[src/rtl/parada_rampa_parcial_pkg.sv]
// Shared types for the soft-stop ramp: FSM states and one-hot level codes.
package parada_pkg;

   typedef enum logic [2:0] {
      IDLE,
      S100,
      S50,
      S30,
      DONE
   } state_t;

   localparam logic [2:0] LVL_100 = 3'b100;
   localparam logic [2:0] LVL_50  = 3'b010;
   localparam logic [2:0] LVL_30  = 3'b001;
   localparam logic [2:0] LVL_0   = 3'b000;

   // Level pattern ordered {out_100, out_50, out_30} driven in each state.
   function automatic logic [2:0] state_level(input state_t s);
      case (s)
         S100:    state_level = LVL_100;
         S50:     state_level = LVL_50;
         S30:     state_level = LVL_30;
         default: state_level = LVL_0;
      endcase
   endfunction

endpackage

[src/rtl/parada_rampa_parcial_dwell_timer.sv]
// Tick-counted dwell timer; expire flags the tick that completes 'limit' ticks.
module dwell_timer #(
   parameter int CNT_W = 4
) (
   input  logic           clk,
   input  logic           reset,
   input  logic           clr,
   input  logic           tick,
   input  logic [CNT_W:0] limit,
   output logic           expire
);

   localparam logic [CNT_W-1:0] CNT_ONE = 1;
   localparam logic [CNT_W:0]   LIM_ONE = 1;

   logic [CNT_W-1:0] count_q;

   // limit is one bit wider so a dwell of exactly 2**CNT_W stays representable.
   assign expire = tick & ({1'b0, count_q} == (limit - LIM_ONE));

   always_ff @(posedge clk) begin
      if (reset || clr) begin
         count_q <= '0;
      end else if (tick) begin
         count_q <= count_q + CNT_ONE;
      end
   end

endmodule

[src/rtl/parada_rampa_parcial.sv]
// Soft-stop controller: steps the captured level down 100 -> 50 -> 30 -> 0.
// Build option PARADA_ERR_EN: reject multi-hot level_in and raise sticky err.
module parada_rampa_parcial
   import parada_pkg::*;
#(
   parameter int DWELL_FAST = 2,
   parameter int DWELL_SLOW = 5,
   parameter int CNT_W      = 4
) (
   input  logic       clk,
   input  logic       reset,
   input  logic       tick,
   input  logic       stop_req,
   input  logic       Rapido,
   input  logic       Lento,
   input  logic [2:0] level_in,
   output logic       out_30,
   output logic       out_50,
   output logic       out_100,
   output logic       busy,
   output logic       done,
   output logic       err
);

   localparam logic [CNT_W:0] LIM_FAST = (CNT_W+1)'((DWELL_FAST == 0) ? 1 : DWELL_FAST);
   localparam logic [CNT_W:0] LIM_SLOW = (CNT_W+1)'((DWELL_SLOW == 0) ? 1 : DWELL_SLOW);

   state_t     state_q, state_d;
   logic       fast_q, fast_d;
   logic       stop_q;
   logic       stop_rise;
   logic [2:0] lvl_q;
   logic       busy_q;
   logic       done_q;
   logic       clr;
   logic       expire;

   assign stop_rise = stop_req & ~stop_q;

   // Lento only matters when Rapido is low, where slow is the default anyway.
   logic unused_lento;
   assign unused_lento = Lento;

   // Idle keeps the counter parked so a tick in the capture cycle is ignored.
   assign clr = (state_d != state_q) || (state_q == IDLE);

   dwell_timer #(
      .CNT_W (CNT_W)
   ) u_dwell (
      .clk    (clk),
      .reset  (reset),
      .clr    (clr),
      .tick   (tick),
      .limit  (fast_q ? LIM_FAST : LIM_SLOW),
      .expire (expire)
   );

`ifdef PARADA_ERR_EN
   logic err_q, err_d;
   assign err = err_q;
`else
   assign err = 1'b0;
`endif

   always_comb begin
      state_d = state_q;
      fast_d  = fast_q;
`ifdef PARADA_ERR_EN
      err_d   = err_q;
`endif
      case (state_q)
         IDLE: begin
            if (stop_rise) begin
               fast_d = Rapido;
`ifdef PARADA_ERR_EN
               case (level_in)
                  LVL_100: state_d = S100;
                  LVL_50:  state_d = S50;
                  LVL_30:  state_d = S30;
                  LVL_0:   state_d = DONE;
                  default: err_d   = 1'b1;
               endcase
`else
               if (level_in[2])      state_d = S100;
               else if (level_in[1]) state_d = S50;
               else if (level_in[0]) state_d = S30;
               else                  state_d = DONE;
`endif
            end
         end
         S100:    if (expire) state_d = S50;
         S50:     if (expire) state_d = S30;
         S30:     if (expire) state_d = DONE;
         DONE:    state_d = IDLE;
         default: state_d = IDLE;
      endcase
   end

   always_ff @(posedge clk) begin
      if (reset) begin
         state_q <= IDLE;
         fast_q  <= 1'b0;
         stop_q  <= 1'b0;
         lvl_q   <= LVL_0;
         busy_q  <= 1'b0;
         done_q  <= 1'b0;
`ifdef PARADA_ERR_EN
         err_q   <= 1'b0;
`endif
      end else begin
         state_q <= state_d;
         fast_q  <= fast_d;
         stop_q  <= stop_req;
         lvl_q   <= state_level(state_d);
         busy_q  <= (state_d != IDLE);
         done_q  <= (state_d == DONE);
`ifdef PARADA_ERR_EN
         err_q   <= err_d;
`endif
      end
   end

   assign out_100 = lvl_q[2];
   assign out_50  = lvl_q[1];
   assign out_30  = lvl_q[0];
   assign busy    = busy_q;
   assign done    = done_q;

endmodule

[config.mk]
export PLATFORM = sky130hd
export DESIGN_NAME = parada_rampa_parcial
export DESIGN_NICKNAME = d
export VERILOG_FILES = /design/src/rtl/parada_rampa_parcial_pkg.sv /design/src/rtl/parada_rampa_parcial_dwell_timer.sv /design/src/rtl/parada_rampa_parcial.sv
export SDC_FILE = /design/constraint.sdc
export NUM_CORES = 1
export LEC_CHECK = 0
export ABC_AREA = 0
export CAP_MARGIN = 20
export CELL_PAD_IN_SITES_DETAIL_PLACEMENT = 0
export CELL_PAD_IN_SITES_GLOBAL_PLACEMENT = 2
export CORE_ASPECT_RATIO = 0.6
export CORE_MARGIN = 5
export CORE_UTILIZATION = 31
export CTS_BUF_LIST = sky130_fd_sc_hd__clkbuf_16
export DETAILED_ROUTE_END_ITERATION = 8
export PLACE_DENSITY_LB_ADDON = 0.1
export SLEW_MARGIN = 20
export SYNTH_ARGS = -nofsm -noshare
export SYNTH_HDL_FRONTEND = slang
export SYNTH_HIERARCHICAL = 1
export SYNTH_SLANG_ARGS = --single-unit
[constraint.sdc]
create_clock -name clk -period 3.37 [get_ports clk]
set_input_delay 0.674 -clock clk [delete_from_list [all_inputs] [get_ports clk]]
set_output_delay 0.674 -clock clk [all_outputs]
set_load 0.01 [all_outputs]
Word level (Yosys, flattened, before mapping) --
Cells that the tools add are included.
Storage, ports and cells: input port bits 9, register bits after elaboration 14, word-level logic and storage cells 36, output and inout bits 6
Cells by class: equality and inequality tests 9, $add $sub $neg 2, muxes and demuxes 10, bitwise operators 3, reductions and logical operators 5
Operator list (number):
- 2-to-1 mux 3 bit | 8
- equality test 3 x 2 -> 1 bit, second input constant | 4
- one-hot mux 3 bit (4 select lines) | 1
- one-hot mux 3 bit (3 select lines) | 1
- equality test 3 x 1 -> 1 bit, second input constant | 2
- equality test 4 x 5 -> 1 bit | 1
- adder 4 x 1 -> 4 bit, second input constant | 1
- subtractor 3 x 1 -> 4 bit, second input constant | 1
- equality test 3 bit, second input constant | 1
- zero test 3 bit | 1
- != test 3 bit | 1
- nonzero test 3 bit | 1
- bitwise AND 1 bit | 2
- logical OR 1 bit | 2
- AND reduction 2 bit | 1
- inverter 1 bit | 1

Longest topological paths before layout --
depth after elaboration 9, gate-level depth with buffers 9, gate-level depth less buffers 9

Modules after synthesis --
The synthesis kept the hierarchy.
Modules (own cells, without submodules):
- parada_rampa_parcial | cells an instance 47, instances 1, area each 434.2 sq um, seq. area each 200.2 sq um
- dwell_timer | cells an instance 32, instances 1, area each 292.8 sq um, seq. area each 80.1 sq um

Worst setup path after synthesis --
Ideal clock, no wire load.
path kind register to register, start point register fast_q, end point register lvl_q[1], cell stages (with the launch flop) 10, slack 1.253 ns, period minus slack after synthesis 2.117 ns, data required time 3.283 ns, library setup time 0.087 ns, buffers on the path 0, arrival time 2.029 ns, path through dfxtp_1 inv_1 inv_1 ha_1 nand3b_1 a21o_1 a211oi_2 xnor2_1 a211o_1 nor4b_2
On the way: word-level cells in the longest chain between the ends 8, elaborated cells on any way between the ends 12, classes of those cells 1 x add/sub; 4 x eq/ne; 6 x mux; 1 x bitwise
Ends and longest elaborated chain:
- start, declared | line parada_rampa_parcial.sv:29 | logic fast_q, fast_d;
- start signal, assigned | line parada_rampa_parcial.sv:112 | fast_q <= fast_d;
- 2-to-1 mux 3 bit (*) | line parada_rampa_parcial.sv:54 | .limit (fast_q ? LIM_FAST : LIM_SLOW),
- subtractor 3 x 1 -> 4 bit (*) | line parada_rampa_parcial_dwell_timer.sv:19 | assign expire = tick & ({1'b0, count_q} == (limit - LIM_ONE));
- equality test 4 x 5 -> 1 bit (*) | line parada_rampa_parcial_dwell_timer.sv:19
- bitwise AND 1 bit (*) | line parada_rampa_parcial_dwell_timer.sv:19
- net expire | line parada_rampa_parcial.sv:36 | logic expire;
- 2-to-1 mux 3 bit, on equally long branches | line parada_rampa_parcial.sv:93, parada_rampa_parcial.sv:91, parada_rampa_parcial.sv:92
- one-hot mux 3 bit (4 select lines) (*) | line parada_rampa_parcial.sv:71 | case (state_q)
- equality test 3 x 2 -> 1 bit or equality test 3 x 1 -> 1 bit (tied branches) | line parada_rampa_parcial_pkg.sv:19 | case (s)
- one-hot mux 3 bit (3 select lines) (*) | line parada_rampa_parcial_pkg.sv:19
- end signal, assigned | line parada_rampa_parcial.sv:114 | lvl_q <= state_level(state_d);
- end, declared | line parada_rampa_parcial.sv:32 | logic [2:0] lvl_q;
Mark *: on every way through the listed nets, which the timed path passes. The rest lies on a longest branch. A chain may end at the register's enable or synchronous reset.

Worst setup path after layout --
Same ends and word-level chain as after synthesis.

==> impl_metrics.csv <==
group,metric,value,unit
clocking,cts-root-buf,"clkbuf_16",
synthesis,yosys.area.top_type_share,0.386,
floorplanning,dieArea,0.00345,mm²
global_route,grt_overflow,0,
setup_path,cp_max_fo,9,
placed_design,port_buffers,12,
cells_and_area,final_cells,130,
setup_path,start_kind,"register",
clocking,clkLatencyLatePin,0.24,ns
synthesis,yosys_warnings,6,
setup_path,critPathKind,"reg -> reg",
detailed_routing,vias,597,
cells_and_area,nets,112,
power,ir_worst_vdd,0.246,mV
synthesis,syn_area_per_cell,9.20,µm²
power,switchingPower,117,µW
clocking,postCtsSetupRepairBufs,0,
detailed_routing,drt.antenna.violating_nets,0,
setup_path,critical_path_arrival,2.59,ns
global_route,grt_max_degree,13,
power,p_clk_frac,0.461,
detailed_routing,drc,0,
clocking,clock_path_buffers,2,
placed_design,gp_congestion,0.704,
sta,rsz0062_at_grt,"false",
synthesis,synth_area,727,µm²
placed_design,dp_hpwl,1190,µm
synthesis,synth_top_cell_by_area,"dfxtp_1",
sta,finClkSkew,0.00163,ns
sta,timing.final.crit_share,0.719,
clocking,numCtsBuffers,3,
detailed_routing,wl,1610,µm
cells_and_area,final_cell_mix,"dfxtp_1, clkdlybuf4s50_1, nor3_1, conb_1",
clocking,tritoncts,"done",
synthesis,synth.area.top_cells,"dfxtp_1, xnor2_1, nor3_1",
detailed_routing,dr.pass1.iters,5,
floorplanning,core,0.00220,mm²
clocking,clkTransAtPathRegs,0.05,ns
sta,fmaxAchievable,412,MHz
sta,hold_slack,0.580,ns
power,p_comb_frac,0.164,
sta,min_period,2.42,ns
hold_path,hold_path.class,"reg -> reg",
cells_and_area,final_common_cell,"dfxtp_1",
synthesis,synthCells,79,
detailed_routing,via_per_inst,4.59,
floorplanning,die_y,47.5,µm
sta,setup_tns,0,ns
global_route,grt_busiest_layer,"met1",
sta,setup_viol,0,
global_route,antenna_found_initial,0,
setup_path,end_kind,"register",
setup_path,required,3.53,ns
power,seq_power_share,0.375,
floorplanning,num_rows,13,
cells_and_area,syn_to_final_growth,35.1,%
global_route,gr-usage-met3,0.0545,
power,p_leak,0.375,nW
cells_and_area,num_antenna_cells,0,
clocking,cts_sinks,14,
global_route,gr-usage-met1,0.145,
synthesis,yosysSeqAreaShare,0.386,
clocking,cts_resized,0,
global_route,grt_pass1_wl,2670,µm
detailed_routing,drt-initial-drc-count,15,
power,swShare,0.240,
outcome,outcome,"completed",
floorplanning,start_util,0.331,
placed_design,dpl.cell_count,126,
floorplanning,ioPinCount,15,
power,p_per_area,499,mW/mm²
synthesis,synth-seq-cells,14,
global_route,grtUsageMet2,0.136,
power,p_int,373,µW
floorplanning,die_w,72.5,µm
detailed_routing,drt-wirelength-per-cell,12.3,µm
sta,slew_viol_final,0,
clocking,postCtsHoldBufs,0,
synthesis,synth.distinct_cells,37,
global_route,grt_pass1_vias,562,
global_route,grt_use_total,0.107,
sta,hold_violations,0,
flow_run,max-cap-violations,0,
clocking,cts_max_level,1,
cells_and_area,drive_gt1_frac,0.0800,
[power by group through the flow]
stage               Sequential [mW]  Combinational, mW  Clock (mW)
floorplan                     0.188             0.0483           0
global placement              0.187             0.0808           0
detailed placement            0.187             0.0799           0
CTS                           0.184             0.0805       0.231
global route                  0.185             0.0887       0.241
finish                        0.184             0.0804       0.226
[sequential cells by signal (all words and copies together) (netlist names)]
name             count
u_dwell/count_q      4
lvl_q                3
state_q              3
busy                 1
done                 1
fast_q               1
stop_q               1
[critical path, cell delays in order, from the launching register on]
cell and delay, ns:
dfxtp_1 0.32, inv_1 0.22, inv_1 0.08, ha_1 0.31
xor2_1 0.15, nand3_1 0.13, a211oi_2 0.44, xnor2_1 0.12
a211o_1 0.35, nor4b_2 0.24
[cell type report]
type / count / area [µm²]
Inverter: 4 / 15.0
Tap cell: 30 / 37.5
Fill cell: 241 / 1210
Multi-Input combinational cell: 65 / 443
Clock inverter: 1 / 3.75
Timing Repair Buffer: 13 / 128
Clock buffer: 3 / 75.1
Sequential cell: 14 / 280
[synthesized netlist by cell type, drive strengths merged]
cell	instances
nor3b	1
buf	1
clkbuf	1
mux2i	1
o21ai	2
conb	1
o31a	1
xnor2	5
a211oi	3
or3	1
inv	4
o2111ai	1
a21oi	3
nor4b	1
xor2	4
and3	1
nor3	7
a211o	1
ha	2
nand4	2
a31oi	1
nand3b	1
nor2b	4
nand3	1
dfxtp	14
nand2	1
a221oi	1
nand2b	1
nor2	5
or2	1
a21o	1
nand4b	1
a31o	1
a22oi	1
and3b	1
and4bb	1
[through the flow]
step	util	area, µm²	power (mW)	setup slack (ns)
after floorplan	-	749	0.236	1.25
after global placement	0.411	903	0.267	0.732
after detailed placement	0.411	903	0.267	0.740
after CTS	0.447	982	0.495	0.963
after global routing	0.447	982	0.515	0.775
final	0.447	982	0.490	0.945
[cell families after synthesis]
group / count (synthesis) / synth area share
buffers and inverters: 6 / 0.0361
muxes: 1 / 0.0138
other: 1 / 0.00516
xor gates and xnor gates: 9 / 0.108
AOI/OAI and AO/OA: 16 / 0.162
adders and majority gates: 2 / 0.0344
and+or+nand+nor: 30 / 0.255
DFF: 14 / 0.386
[final timing paths]
kind / startpoint / end / slack [ns] / cells past startpoint
hold / removal: u_dwell/count_q[1] / u_dwell/count_q[1] / 0.58 / 2
setup reg to reg: fast_q / lvl_q[1] / 0.95 / 9
setup / recovery: fast_q / lvl_q[1] / 0.95 / 9
hold reg to reg: u_dwell/count_q[1] / u_dwell/count_q[1] / 0.58 / 2
[metal layers]
layer / part of all wire / up-vias
li1: - / 322
met1: 0.55 / 260
met2: 0.36 / 13
met3: 0.078 / 2
met4: 0.011 / 0
met5: 0 / -
(Power assumes the default switching activity.)
==> edit: new RTL, config.mk and constraints unchanged <==
Put a register stage on the outputs `out_30`, `out_50` and `out_100`, cleared by the reset. The values now appear one clock later. The other outputs are not delayed to match.
--- a/src/rtl/parada_rampa_parcial.sv
+++ b/src/rtl/parada_rampa_parcial.sv
@@ -120,9 +120,17 @@
       end
    end
 
-   assign out_100 = lvl_q[2];
-   assign out_50  = lvl_q[1];
-   assign out_30  = lvl_q[0];
+   always_ff @(posedge clk) begin
+      if (reset) begin
+         out_30  <= '0;
+         out_50  <= '0;
+         out_100 <= '0;
+      end else begin
+         out_30  <= lvl_q[0];
+         out_50  <= lvl_q[1];
+         out_100 <= lvl_q[2];
+      end
+   end
    assign busy    = busy_q;
    assign done    = done_q;
 
Formal check against the unedited RTL: not equivalent (a bounded check fails within 4 cycles, from zero or initial values and one cycle with reset high).
==> edit against the original RTL <==
- sequential cell count grew 3
- worst setup slack gained 0.0038 ns
- cell area is 7.5% higher
- power rose by 8.0%
- highest routed layer unchanged
- fmax rose by 0.16%
- synthesized area is 11% higher
- critical path type unchanged
- count of clock-buffer cells in the layout is the same
- routed wire length down 0.44%
==> edit: results (changes against the original RTL) <==
STA
  – Worst Skew: 0.00151 ns (was 0.00163 ns)

Synthesis
  – Multiplexer area fraction after synthesis: 1.24% (was 1.38%)
  – Post-synthesis sequential area ratio: 42.2% (was 38.6%)
  – Post-synth top cells: dfxtp_1 (17), nor2b_1 (7), nor3_1 (7) (was dfxtp_1 (14), nor3_1 (7), nor2_1 (5), xnor2_1 (5))
  – Post-Synth XOR/XNOR Area: 9.78% (was 10.8%)
  – Synth Area in Adders: 3.11% (was 3.44%)
  – Synth area leaders: dfxtp_1 (42%), nor2b_1 (5.4%), xnor2_1 (5.4%), nor3_1 (4.3%), xor2_1 (4.3%) (was dfxtp_1 (39%), xnor2_1 (6.0%), nor3_1 (4.8%), xor2_1 (4.8%), ha_1 (3.4%))
  – Yosys cell types: 37 (unchanged)

Power and ir drop
  – Worst vdd ir: 0.000272 V (was 0.000246 V)
  – Leak pwr: 0.404 nW (was 0.375 nW)
  – Switching Fraction: 22.9% (was 24.0%)

Cells and area
  – Fillcell total: 242 (was 241)
  – Nets: 117 (was 112)

GRT
  – Total Routing Usage GR: 9.55% (was 10.7%)
  – Met3 Use GR: 4.67% (was 5.45%)
  – Number of global-route vias before repair: 569 (was 562)
  – GR Util met1: 14.7% (was 14.5%)
  – Met2 Use GR: 11.2% (was 13.6%)
  – Largest net degree at the start of global routing: 16 (was 13)

Routing
  – WL met2: 570 µm (was 577 µm)
  – Met3 wire length: 122 µm (was 125 µm)
  – First DRT Iteration DRCs: 44 (was 15)
  – WL met1: 899 µm (was 885 µm)
  – Detailed Routing Iterations Pass 1: 4 (was 5)

Placed design
  – DP HPWL: 1220 µm (was 1190 µm)
  – Placer's final routability congestion estimate: 0.721 (was 0.704)
  – Pre-CTS WS: 0.733 ns (was 0.740 ns)
  – Placed inst area: 977 µm² (was 903 µm²)

Worst setup path
  – CP arrival: 2.56 ns (was 2.59 ns)

Run status
  – Outcome: completed (unchanged)
[edit: changes by cell type after synthesis, sizes merged]
| cell | delta |
|---|---|
| dfxtp | +3 |
| nor2b | +3 |
[edit: metrics by stage]
stage	instances	utilization, %
floorplan	91	-
global placement	133	39.3
detailed placement	133	39.3
CTS	137	42.5
global route	137	42.5
finish	137	42.5
[edit: power groups by stage]
stage | clock network (mW) | registers [mW] | logic (mW)
3_5_place_dp | 0 | 0.225 | 0.0772
5_1_grt | 0.252 | 0.222 | 0.0854
6_report | 0.232 | 0.221 | 0.0774
2_1_floorplan | 0 | 0.225 | 0.0500
4_1_cts | 0.238 | 0.221 | 0.0775
3_3_place_gp | 0 | 0.225 | 0.0774
[edit: kinds of logic after synthesis]
family / count (synthesis)
AO/OA/AOI/OAI: 16
multiplexers: 1
adder cells (fa/ha/maj): 2
buffers and inverters: 6
XOR/XNOR: 9
AND/OR/NAND/NOR: 33
flip-flops: 17
other: 1
[edit: worst paths after layout]
check | startpoint | cells after the start | slack (ns) | endpoint
worst max-delay path | fast_q | 9 | 0.95 | lvl_q[2]
worst min-delay path | lvl_q[2] | 1 | 0.44 | out_100
worst max register to register | fast_q | 9 | 0.95 | lvl_q[2]
worst min register to register | lvl_q[2] | 1 | 0.44 | out_100
[edit: final cells by class]
type | count | area [µm²] | area share, %
multi-input combinational | 68 | 462 | 43.7
clock inverter | 1 | 3.75 | 0.355
inverter | 4 | 15.0 | 1.42
tap | 32 | 40.0 | 3.79
sequential | 17 | 340 | 32.2
timing repair buffer | 12 | 120 | 11.4
clock buffer | 3 | 75.1 | 7.11
